==> src/rtl/frame_blob_scanner_pkg.sv <==
// Camera-path shared definitions: frame geometry, counter widths, scanner FSM
// encodings and the blob result record. Shared with the capture and display blocks.
package frame_blob_scanner_pkg;

  localparam int IMG_W        = 96;
  localparam int IMG_H        = 96;
  localparam int FRAME_PIXELS = IMG_W * IMG_H;
  localparam int ADDR_W       = 15;
  localparam int XY_W         = 7;
  localparam int CNT_W        = 14;

  localparam logic [1:0] ST_IDLE  = 2'd0;
  localparam logic [1:0] ST_SCAN  = 2'd1;
  localparam logic [1:0] ST_DRAIN = 2'd2;
  localparam logic [1:0] ST_DONE  = 2'd3;

  typedef struct packed {
    logic [CNT_W-1:0] count;
    logic [XY_W-1:0]  x_min;
    logic [XY_W-1:0]  x_max;
    logic [XY_W-1:0]  y_min;
    logic [XY_W-1:0]  y_max;
  } bbox_t;

  // An empty frame reports an all-zero box instead of the min/max seed values.
  function automatic bbox_t box_or_zero(input bbox_t b);
    bbox_t r;
    r = b;
    if (b.count == '0) r = '0;
    return r;
  endfunction

endpackage

==> src/rtl/frame_blob_scanner_bbox_accumulator.sv <==
// Lit-pixel counter and bounding-box tracker. Clear seeds the minima with the
// far image corner and the maxima with zero so the first lit pixel sets both.
module frame_blob_scanner_bbox_accumulator
  import frame_blob_scanner_pkg::*;
(
  input  logic            i_Clk,
  input  logic            i_Rst_n,
  input  logic            i_Clear,
  input  logic            i_Pix_Vld,
  input  logic            i_Lit,
  input  logic [XY_W-1:0] i_X,
  input  logic [XY_W-1:0] i_Y,
  output bbox_t           o_Box
);

  bbox_t r_box;

  // Accumulate count and extend the box for every valid lit pixel.
  always_ff @(posedge i_Clk or negedge i_Rst_n) begin
    if (!i_Rst_n) begin
      r_box <= '0;
    end else if (i_Clear) begin
      r_box.count <= '0;
      r_box.x_min <= XY_W'(IMG_W - 1);
      r_box.x_max <= '0;
      r_box.y_min <= XY_W'(IMG_H - 1);
      r_box.y_max <= '0;
    end else if (i_Pix_Vld && i_Lit) begin
      r_box.count <= r_box.count + CNT_W'(1);
      if (i_X < r_box.x_min) r_box.x_min <= i_X;
      if (i_X > r_box.x_max) r_box.x_max <= i_X;
      if (i_Y < r_box.y_min) r_box.y_min <= i_Y;
      if (i_Y > r_box.y_max) r_box.y_max <= i_Y;
    end
  end

  assign o_Box = r_box;

endmodule

==> src/rtl/frame_blob_scanner.sv <==
// Post-capture blob scanner: reads the whole frame buffer once in raster order,
// thresholds each byte and reports lit-pixel count and bounding box.
module frame_blob_scanner
  import frame_blob_scanner_pkg::*;
#(
  parameter int RAM_LAT = 1
) (
  input  logic              i_Clk,
  input  logic              i_Rst_n,
  input  logic              i_Start,
  input  logic [7:0]        i_Threshold,
  output logic [ADDR_W-1:0] o_RAM_Addr,
  input  logic [7:0]        i_RAM_Data,
  output logic              o_Busy,
  output logic              o_Valid,
  output logic              o_Found,
  output logic [CNT_W-1:0]  o_Count,
  output logic [XY_W-1:0]   o_X_Min,
  output logic [XY_W-1:0]   o_X_Max,
  output logic [XY_W-1:0]   o_Y_Min,
  output logic [XY_W-1:0]   o_Y_Max
);

  logic [1:0]        r_state;
  logic [ADDR_W-1:0] r_addr;
  logic [XY_W-1:0]   r_x;
  logic [XY_W-1:0]   r_y;
  logic [1:0]        r_drain;
  logic [7:0]        r_thr;
  logic              r_vld_p [RAM_LAT];
  logic [XY_W-1:0]   r_x_p   [RAM_LAT];
  logic [XY_W-1:0]   r_y_p   [RAM_LAT];
  bbox_t             r_hold;
  bbox_t             w_acc;
  bbox_t             w_res;
  logic              w_accept;
  logic              w_lit;

  assign w_accept = (r_state == ST_IDLE) && i_Start;

  // Scan sequencer: raster address plus x/y counters, then wait out RAM latency.
  always_ff @(posedge i_Clk or negedge i_Rst_n) begin
    if (!i_Rst_n) begin
      r_state <= ST_IDLE;
      r_addr  <= '0;
      r_x     <= '0;
      r_y     <= '0;
      r_drain <= '0;
    end else begin
      case (r_state)
        ST_IDLE: begin
          if (i_Start) begin
            r_addr  <= '0;
            r_x     <= '0;
            r_y     <= '0;
            r_state <= ST_SCAN;
          end
        end
        ST_SCAN: begin
          if (r_addr == ADDR_W'(FRAME_PIXELS - 1)) begin
            r_drain <= '0;
            r_state <= ST_DRAIN;
          end else begin
            r_addr <= r_addr + ADDR_W'(1);
            if (r_x == XY_W'(IMG_W - 1)) begin
              r_x <= '0;
              r_y <= r_y + XY_W'(1);
            end else begin
              r_x <= r_x + XY_W'(1);
            end
          end
        end
        ST_DRAIN: begin
          if (r_drain == 2'(RAM_LAT - 1)) r_state <= ST_DONE;
          else                            r_drain <= r_drain + 2'd1;
        end
        default: r_state <= ST_IDLE;
      endcase
    end
  end

  // Valid flag travels with each issued address so returning data is tagged.
  always_ff @(posedge i_Clk or negedge i_Rst_n) begin
    if (!i_Rst_n) begin
      for (int i = 0; i < RAM_LAT; i++) r_vld_p[i] <= 1'b0;
    end else begin
      r_vld_p[0] <= (r_state == ST_SCAN);
      for (int i = 1; i < RAM_LAT; i++) r_vld_p[i] <= r_vld_p[i-1];
    end
  end

  // Coordinate delay line matched to RAM latency; threshold captured at start.
  always_ff @(posedge i_Clk) begin
    r_x_p[0] <= r_x;
    r_y_p[0] <= r_y;
    for (int i = 1; i < RAM_LAT; i++) begin
      r_x_p[i] <= r_x_p[i-1];
      r_y_p[i] <= r_y_p[i-1];
    end
    if (w_accept) r_thr <= i_Threshold;
  end

  assign w_lit = (i_RAM_Data >= r_thr);

  frame_blob_scanner_bbox_accumulator u_acc (
    .i_Clk     (i_Clk),
    .i_Rst_n   (i_Rst_n),
    .i_Clear   (w_accept),
    .i_Pix_Vld (r_vld_p[RAM_LAT-1]),
    .i_Lit     (w_lit),
    .i_X       (r_x_p[RAM_LAT-1]),
    .i_Y       (r_y_p[RAM_LAT-1]),
    .o_Box     (w_acc)
  );

  // Result holding register; the accumulator feeds the outputs directly during
  // DONE because its last pixel lands on the same edge that enters DONE.
  always_ff @(posedge i_Clk or negedge i_Rst_n) begin
    if (!i_Rst_n)                r_hold <= '0;
    else if (r_state == ST_DONE) r_hold <= box_or_zero(w_acc);
  end

  assign w_res      = (r_state == ST_DONE) ? box_or_zero(w_acc) : r_hold;
  assign o_Count    = w_res.count;
  assign o_X_Min    = w_res.x_min;
  assign o_X_Max    = w_res.x_max;
  assign o_Y_Min    = w_res.y_min;
  assign o_Y_Max    = w_res.y_max;
  assign o_Found    = (w_res.count != '0);
  assign o_Valid    = (r_state == ST_DONE);
  assign o_Busy     = (r_state != ST_IDLE);
  assign o_RAM_Addr = (r_state == ST_SCAN) ? r_addr : '0;

endmodule

==> config.mk <==
export PLATFORM = sky130hd
export DESIGN_NAME = frame_blob_scanner
export DESIGN_NICKNAME = d
export VERILOG_FILES = /design/src/rtl/frame_blob_scanner_pkg.sv /design/src/rtl/frame_blob_scanner_bbox_accumulator.sv /design/src/rtl/frame_blob_scanner.sv
export SDC_FILE = /design/constraint.sdc
export NUM_CORES = 1
export LEC_CHECK = 0
export ABC_AREA = 1
export BUFFER_PORTS_ARGS = -buffer_cell sky130_fd_sc_hd__clkbuf_2
export CORE_ASPECT_RATIO = 0.9
export CORE_MARGIN = 2
export CORE_UTILIZATION = 44
export DETAILED_ROUTE_END_ITERATION = 10
export GPL_TIMING_DRIVEN = 0
export HOLD_SLACK_MARGIN = 0.08
export MAX_ROUTING_LAYER = met4
export PLACE_DENSITY = 0.73
export SYNTH_ARGS = -nofsm -noshare
export SYNTH_HDL_FRONTEND = slang
export SYNTH_SLANG_ARGS = --single-unit
==> constraint.sdc <==
create_clock -name i_Clk -period 1.8 [get_ports i_Clk]
set_input_delay 0.27 -clock i_Clk [delete_from_list [all_inputs] [get_ports i_Clk]]
set_output_delay 0.27 -clock i_Clk [all_outputs]
set_load 0.05 [all_outputs]
# == Word-level counts from Yosys, hierarchy flattened ==
# Memory sizes are Yosys's and may differ from the RTL's.
# Index checks and enable logic that the tools add are counted.
# totals
regBits,126
ramBits,14
in_bits,19
out_inout_bits,60
wordCells,88
memories,2
# op_classes
n_addsub,5
order_cmp,5
eq_ne,11
mux,26
reduce_logical,22
# memory_table
memory,depth,width,rd,rd_clocked_by_memory_dff,wr,line,rtl
r_x_p,1,7,1,0,1,frame_blob_scanner.sv:31,logic [XY_W-1:0] r_x_p [RAM_LAT];
r_y_p,1,7,1,0,1,frame_blob_scanner.sv:32,logic [XY_W-1:0] r_y_p [RAM_LAT];
# ops
operator,count
two-way mux 42 bit,4
two-way mux 7 bit,9
two-way mux 15 bit,3
one-hot mux 15 bit (2 select lines),1
one-hot mux 7 bit (2 select lines),2
nonzero test 2 bit,8
adder 15 x 1 -> 15 bit (second input constant),1
== test 15 x 14 -> 1 bit (second input constant),1
adder 14 x 1 -> 14 bit (second input constant),1
adder 7 x 1 -> 7 bit (second input constant),2
greater-than comparator 7 bit,2
logical NOT 14 bit,1
< comparator 7 bit,2
nonzero test 14 bit,1
inequality test 2 bit (second input constant),6
two-way mux 2 bit,5
AND reduction 3 bit,3
>= comparator 8 bit,1
AND reduction 2 bit,4
== test 7 bit (second input constant),1
one-hot mux 2 bit (3 select lines),1
== test 2 bit (second input constant),2
logical NOT 2 bit,2
one-hot mux 2 bit (2 select lines),1
4 further kinds,5

# == Logic depth before layout (Yosys ltp) ==
# Gate-level depths: netlist (run 1).
# logic_depth
ltp_word,4
depth_mapped,14
ltp_nobuf,13

# == By module ==
# A second synthesis (run 1) with hierarchy kept.
# hier_totals
hier_cells,1020
hier_area_um2,7764.9
# modules_own_cells
mod,instances,cells_each,area_each_um2,seq_area_each_um2
frame_blob_scanner,1,647,4959.8,2422.3
frame_blob_scanner_bbox_accumulator,1,373,2805.2,1051.0

# == Worst setup path after synthesis (run 1) ==
# OpenSTA, ideal clock, no wires.
# synth_timing
path_type,flip-flop to output port
startpoint,reg r_state[0]
endpoint,out o_Found
arrival_time_ns,3.158
setup_slack_ns,-1.628
path_stages_with_launch,10
n_path_buf,2
path_cell_list,dfrtp_1 -> ha_1 -> buf_2 -> inv_1 -> buf_2 -> o21ai_0 -> nor2_1 -> nand4_1 -> nor2_1 -> nand2_1
# synth_between
elab_chain_len,3
# synth_rtl
element,line,rtl
from (decl),frame_blob_scanner.sv:24,logic [1:0] r_state;
from (signal assigned),frame_blob_scanner.sv:44,r_state <= ST_IDLE;
from (signal assigned),frame_blob_scanner.sv:56,r_state <= ST_SCAN;
from (signal assigned),frame_blob_scanner.sv:62,r_state <= ST_DRAIN;
== test 2 bit,-,
named net o_Valid,frame_blob_scanner.sv:15,"output logic o_Valid,"
two-way mux 42 bit,-,
named net o_Count[9],frame_blob_scanner.sv:17,"output logic [CNT_W-1:0] o_Count,"
nonzero test 14 bit,frame_blob_scanner.sv:129,assign o_Found = (w_res.count != '0);
to (decl),frame_blob_scanner.sv:16,"output logic o_Found,"
# The timed path passes the listed nets, and every way through them passes these cells.

# == Worst setup path after layout (run 1) ==
# layout_timing
startpoint,reg r_state[1]
endpoint,out o_Found
# layout_between
elab_chain_len,3
# layout_rtl
element,line,rtl
== test 2 bit,frame_blob_scanner.sv:123,assign w_res = (r_state == ST_DONE) ? box_or_zero(w_acc) : r_hold;
two-way mux 42 bit,-,
nonzero test 14 bit,frame_blob_scanner.sv:129,
# No other way between the ends.

==> results of run 1 <==
state kept, by name (all words and copies together), names as in the netlist:
register / flops
r_addr: 15
r_vld_p: 1
r_y: 7
r_drain: 2
r_state: 2
r_y_p: 7
r_x_p: 7
u_acc.o_Box: 42
r_thr: 8
r_x: 7
r_hold: 42
cell type report:
type	instances	area, sq um
Buffer	29	359
Multi-Input combinational cell	671	4570
Clock buffer	22	485
Clock inverter	10	185
Tap cell	211	264
Fill cell	1099	5040
Inverter	124	493
Timing Repair Buffer	157	1890
Sequential cell	140	3480
power groups by stage:
stage          Combinational [mW]  Sequential [mW]  Clock, mW
2_1_floorplan                5.08             4.11          0
3_3_place_gp                 6.32             4.21          0
3_5_place_dp                 6.44             4.23          0
4_1_cts                      9.20             4.22       4.02
5_1_grt                      12.4             4.39       4.20
6_report                     11.8             4.33       4.05
metrics by stage:
| stage | power (mW) | hold slack, ns | setup WS (ns) | std cells |
|---|---|---|---|---|
| 4_1_cts | 17.4 | 0.385 | -0.673 | 1323 |
| 3_3_place_gp | 10.5 | 0.405 | -1.41 | 1256 |
| 3_5_place_dp | 10.7 | 0.262 | -0.568 | 1257 |
| 5_1_grt | 21.0 | 0.417 | -0.898 | 1364 |
| 6_report | 20.2 | 0.367 | -0.795 | 1364 |
| 2_1_floorplan | 9.20 | -0.0256 | -0.405 | 967 |
timing repair:
action	in CTS	in global routing
pin swaps	18	34
resized for setup	232	244
hold buffers	9	0
endpoints found under the setup margin	150	130
buffers inserted	25	38
endpoints found under the hold margin	62	0
cloned	3	4
Yosys cell counts:
library cell	instances	area, sq um
buf_6	1	11.3
buf_8	1	15.0
o21ai_2	10	87.6
edfxtp_1	8	240
nor3b_1	1	7.51
inv_2	2	7.51
nand2_4	3	33.8
xnor2_1	5	43.8
dfxtp_1	14	280
buf_1	3	11.3
dfrtp_1	118	2950
o21a_1	1	7.51
buf_12	1	20.0
ha_1	44	551
clkinv_1	1	3.75
clkbuf_1	17	63.8
clkinv_2	1	5.00
nand4_1	13	81.3
nand3_1	125	626
xor2_1	17	149
or2_2	4	25.0
o21ai_1	1	5.00
buf_2	9	45.0
inv_1	120	450
nor3_1	10	50.1
nand3_2	1	10.0
o21ai_0	31	155
nand2_2	2	12.5
nand2_1	308	1160
nand3b_1	2	15.0
nor2_1	74	278
a21o_1	1	7.51
a21oi_1	17	85.1
nor2_4	1	11.3
layer usage:
metal  vias up  wire length (microns)  global-route usage
met5         -                      0                   -
met3        49                   1230              0.0441
li1       3423                      -                   -
met4         0                    535              0.0659
met2       282                  11700               0.401
met1      3509                   9380               0.292
final timing paths:
kind	to	slack, ns	cells past startpoint
min reg2reg	r_y_p[0][6]	0.42	0
min in group i_Clk	r_y_p[0][6]	0.42	0
max in group asynchronous	r_addr[1]	0.72	3
min	r_hold[37]	0.37	2
max	o_Found	-0.79	10
max reg2reg	u_acc.o_Box[25]	-0.04	9
kinds of logic after synthesis:
logic type,Yosys count,synth area share
flip-flops,140,0.463
adder cells (fa/ha/maj),44,0.0734
AND/OR/NAND/NOR,544,0.307
AO/OA/AOI/OAI,61,0.0464
buffers and inverters,156,0.0844
XOR/XNOR,22,0.0257
placed cells by master, fill, tap and decap left out, drive strengths merged, types with 8 or more instances in the layout:
master and count:
nor3 10, a21oi 17, nor2 75, edfxtp 8, inv 117, nand2 313
xor2 17, ha 44, dfxtp 14, clkbuf 70, nand4 13, o21ai 42
dfrtp 118, nand3 126, dlygate4sd3 9, buf 129
==> impl_metrics.yaml, run 1 <==
clock_network:
  clk_path_buf_depth: 2
  clk_pin_slew_ns: 0.06
  cts_tree: "done"
  cts.sinks: 140
  root_buffer: "clkbuf_16"
  htree_levels: 4
  cts_made_buffers: 17
  clock_latency_ns: 0.43
placed_design:
  dpl-instance-area_sq_um: 8600
  portBuffers: 78
  gp_congestion: 0.902
  dp_hpwl_microns: 12400
timing:
  period_share: 1.44
  finClkSkew_ns: 0.0120
  maxSlewHeadroom: 0.590
  hold_viol: 0
  timing.fmax_mhz: 385
  worst_slew_pin_slew_ns: 0.615
  period_needed_ns: 2.59
  slew_viol_final: 0
  setup_tns_ns: -22.57
  timing.final.ws_setup_ns: -0.795
  rsz0062_at_grt: "true"
  setup_viol: 66
final_layout:
  area.growth.synth_to_final_pct: 56.4
  nNetsFinal: 1203
  drive_gt1_frac: 0.369
  postLayoutCoreUtil: 0.699
  finalInstanceArea_sq_um: 11700
  antenna_cells: 0
power_and_ir_drop:
  p_leak_nw: 5.55
  pwr-share-clk: 0.201
  switching_share: 0.437
  seqPwrFrac: 0.215
  vdd_drop_max_mv: 0.929
  p_int_mw: 11.3
  combPwrFrac: 0.584
  p_sw_mw: 8.81
  power_per_cell_area_nw_per_um2: 1720
run_status:
  violations: "negative setup slack"
  status: "finished with violations"
floorplan:
  dieArea_sq_um: 18100
  core.rowCount: 45
  die_h_microns: 128
  die_w_microns: 142
  pin_count: 79
  start_util: 0.447
  coreArea_sq_um: 16800
drt:
  viasPerCell: 5.32
  route.antenna.remaining_nets: 0
  wl_per_cell_microns: 16.7
  dr.pass1.iters: 5
  drtIter0Drc: 526
  vias: 7263
  routed_wl_microns: 22800
  drc: 0
hold_path:
  hold_path.class: "input pin to async pin"
setup_path:
  worstSetupPathType: "register to output port"
  path_cells: "ha_4, clkinvlp_4, buf_8, nand2_1, o21ai_4, nor2_1, nand3_1, nor2_2, nand2_4, clkbuf_16"
  critPathBufInv: 3
  cp_max_fo: 8
  crit_path_start_kind: "register"
  cp-end-kind: "output port"
  cp_slowest_cell: "dfrtp_1"
  cp.required_ns: 1.53
  r2r-start: "u_acc.o_Box[23]"
  startpoint: "r_state[1]"
  arrival_ns: 2.32
  crit_family: "simple AND/OR/NAND/NOR gates"
  slowest_delay_ns: 0.39
job:
  drv_cap: 0
logic_synthesis:
  synth.avg_cell_area_sq_um: 7.76
  ys_seq_area_frac: 0.463
  synthCells: 967
  ys_ff_latch: 140
  syn_nets: 1030
  synth_cell_type_count: 34
  syn_area_sq_um: 7500
  yosysWarnings: 0
global_routing:
  grtUsageTotal: 0.237
  grt_pass1_vias: 6841
  grt_first_pass_wirelength_microns: 33300
  antenna_found_initial: 0
  grt_overflow: 0
  grt_max_degree: 65
No activity file was read; power rests on OpenSTA's default activity.
==> run 2, diff against run 1 <==
- BUFFER_PORTS_ARGS: -buffer_cell sky130_fd_sc_hd__clkbuf_2 -> -buffer_cell sky130_fd_sc_hd__buf_4
- MAX_ROUTING_LAYER: met4 -> default
==> run 2 against run 1 <==
Count of clock-buffer cells in the layout down 2. Highest routed layer unchanged. Critical path depth stayed put. The flow still finishes with violations (negative setup slack). Largest cell class unchanged. Routed wire length fell by 1.0%. Largest power group unchanged. Clock skew grew 0.0015 ns.
==> impl_metrics.yaml, run 2 (synthesis results as in run 1) <==
timing:
  period_share: 1.38
  setup_viol: 76
  rsz0062_at_grt: "true"
  hold_viol: 0
  worst_slew_pin_slew_ns: 0.543
  setup_tns_ns: -22.66
  period_needed_ns: 2.49
  finClkSkew_ns: 0.0134
  timing.final.ws_setup_ns: -0.688
  slew_viol_final: 0
  timing.fmax_mhz: 402
  maxSlewHeadroom: 0.638
floorplan:
  die_w_microns: 142
  core.rowCount: 45
  die_h_microns: 128
  coreArea_sq_um: 16800
  dieArea_sq_um: 18100
  start_util: 0.447
  pin_count: 79
power_and_ir_drop:
  vdd_drop_max_mv: 0.846
  power_per_cell_area_nw_per_um2: 1630
  p_leak_nw: 5.44
placed_design:
  portBuffers: 78
  gp_congestion: 0.883
  dp.cells: 1257
  dp_hpwl_microns: 12400
setup_path:
  arrival_ns: 2.22
  cp_max_fo: 5
  crit_path_start_kind: "register"
  cp.required_ns: 1.53
  worstSetupPathType: "register to output port"
  cp-end-kind: "output port"
clock_network:
  cts.sinks: 140
  clk_pin_slew_ns: 0.07
  root_buffer: "clkbuf_16"
  clk_path_buf_depth: 2
  cts_made_buffers: 17
  cts_tree: "done"
  htree_levels: 4
  clock_latency_ns: 0.44
final_layout:
  mostFrequentLayoutCells: "nand2_1, dfrtp_1, inv_1, nand3_1, buf_4"
  antenna_cells: 0
  nNetsFinal: 1195
  fillers: 1203
  drive_gt1_frac: 0.370
  fin_cells: 1356
  final_common_cell: "nand2_1"
  area.growth.synth_to_final_pct: 51.3
run_status:
  status: "finished with violations"
  violations: "negative setup slack"
global_routing:
  grt_pass1_vias: 6527
  grt_first_pass_wirelength_microns: 31600
  antenna_found_initial: 0
  grtUsageTotal: 0.218
  grt_max_degree: 65
  grt_overflow: 0
drt:
  routed_wl_microns: 22600
  drtIter0Drc: 563
  drc: 0
  wl_per_cell_microns: 16.6
  vias: 7250
  route.antenna.remaining_nets: 0
  viasPerCell: 5.35
  dr.pass1.iters: 5
hold_path:
  hold_path.class: "input pin to async pin"
job:
  drv_cap: 0
## run 2: cell count changes in the layout (fill, tap and decap cells not counted), sizes merged
cell      change
inv           +1
bufinv        -3
clkinv        +2
clkbuf       -34
clkinvlp      +2
buf          +24
## run 2: what timing repair did
item | CTS | global route
setup buffers | 25 | 32
endpoints found under the hold margin | 62 | 0
hold buffers | 9 | 0
pin swaps | 8 | 43
endpoints found under the setup margin | 148 | 129
gates cloned | 0 | 4
resized for setup | 128 | 244
## run 2: worst paths after layout
check,cells past startpoint,start,slack (ns),to
setup / recovery,10,u_acc.o_Box[35],-0.69,o_Found
max in group asynchronous,3,i_Rst_n,0.67,u_acc.o_Box[13]
hold reg to reg,0,r_y[6],0.42,r_y_p[0][6]
setup reg to reg,10,u_acc.o_Box[4],-0.11,u_acc.o_Box[3]
min in group i_Clk,5,i_Start,0.39,u_acc.o_Box[9]
hold / removal,2,i_Rst_n,0.39,r_hold[17]
## run 2: area by class of cell
type | instances | area [sq um] | area share
plain buffers | 30 | 348 | 0.0306
clock buffers | 20 | 457 | 0.0402
clock inverters | 12 | 140 | 0.0123
inverters | 124 | 493 | 0.0434
multi-input cells | 671 | 4550 | 0.401
flip-flops and latches | 140 | 3480 | 0.307
well taps | 211 | 264 | 0.0233
repair buffers | 148 | 1620 | 0.142
## run 2: worst max-delay path, stage by stage, from the launching register on
cell     delay [ns]
dfrtp_1        0.47
inv_1          0.15
nand4_1        0.11
nor2_1         0.16
nand2_2        0.13
buf_6          0.16
nand3_2        0.10
nand3_1        0.15
nor2_4         0.14
nand2_4        0.05
buf_6          0.15
## run 2: layer usage
layer	part of all wire	vias to the layer above	track usage
met3	0.050	63	0.0445
met5	0	-	0
met2	0.51	268	0.368
met1	0.41	3509	0.283
met4	0.029	0	0.0694
li1	-	3410	-
## run 2: through the flow
step                      power (mW)  instance area [sq um]  worst slack, ns  utilization  hold slack (ns)
final                           18.4                  11300           -0.688        0.676            0.387
after global routing            19.3                  11300           -0.766        0.676            0.406
after CTS                       15.9                  10100           -0.708        0.605            0.353
after detailed placement        10.9                   8790           -0.575        0.524            0.268
after global placement          10.8                   8760           -0.512        0.522            0.405
after floorplan                 9.20                   7910           -0.405            -          -0.0256
## run 2: report_power, final
| group | internal (mW) | total, mW | switching [mW] | leakage (nW) |
|---|---|---|---|---|
| Sequential | 3.78 | 4.27 | 0.490 | 1.80 |
| Combinational | 4.12 | 10.6 | 6.44 | 3.37 |
| Clock | 2.13 | 3.61 | 1.49 | 0.283 |
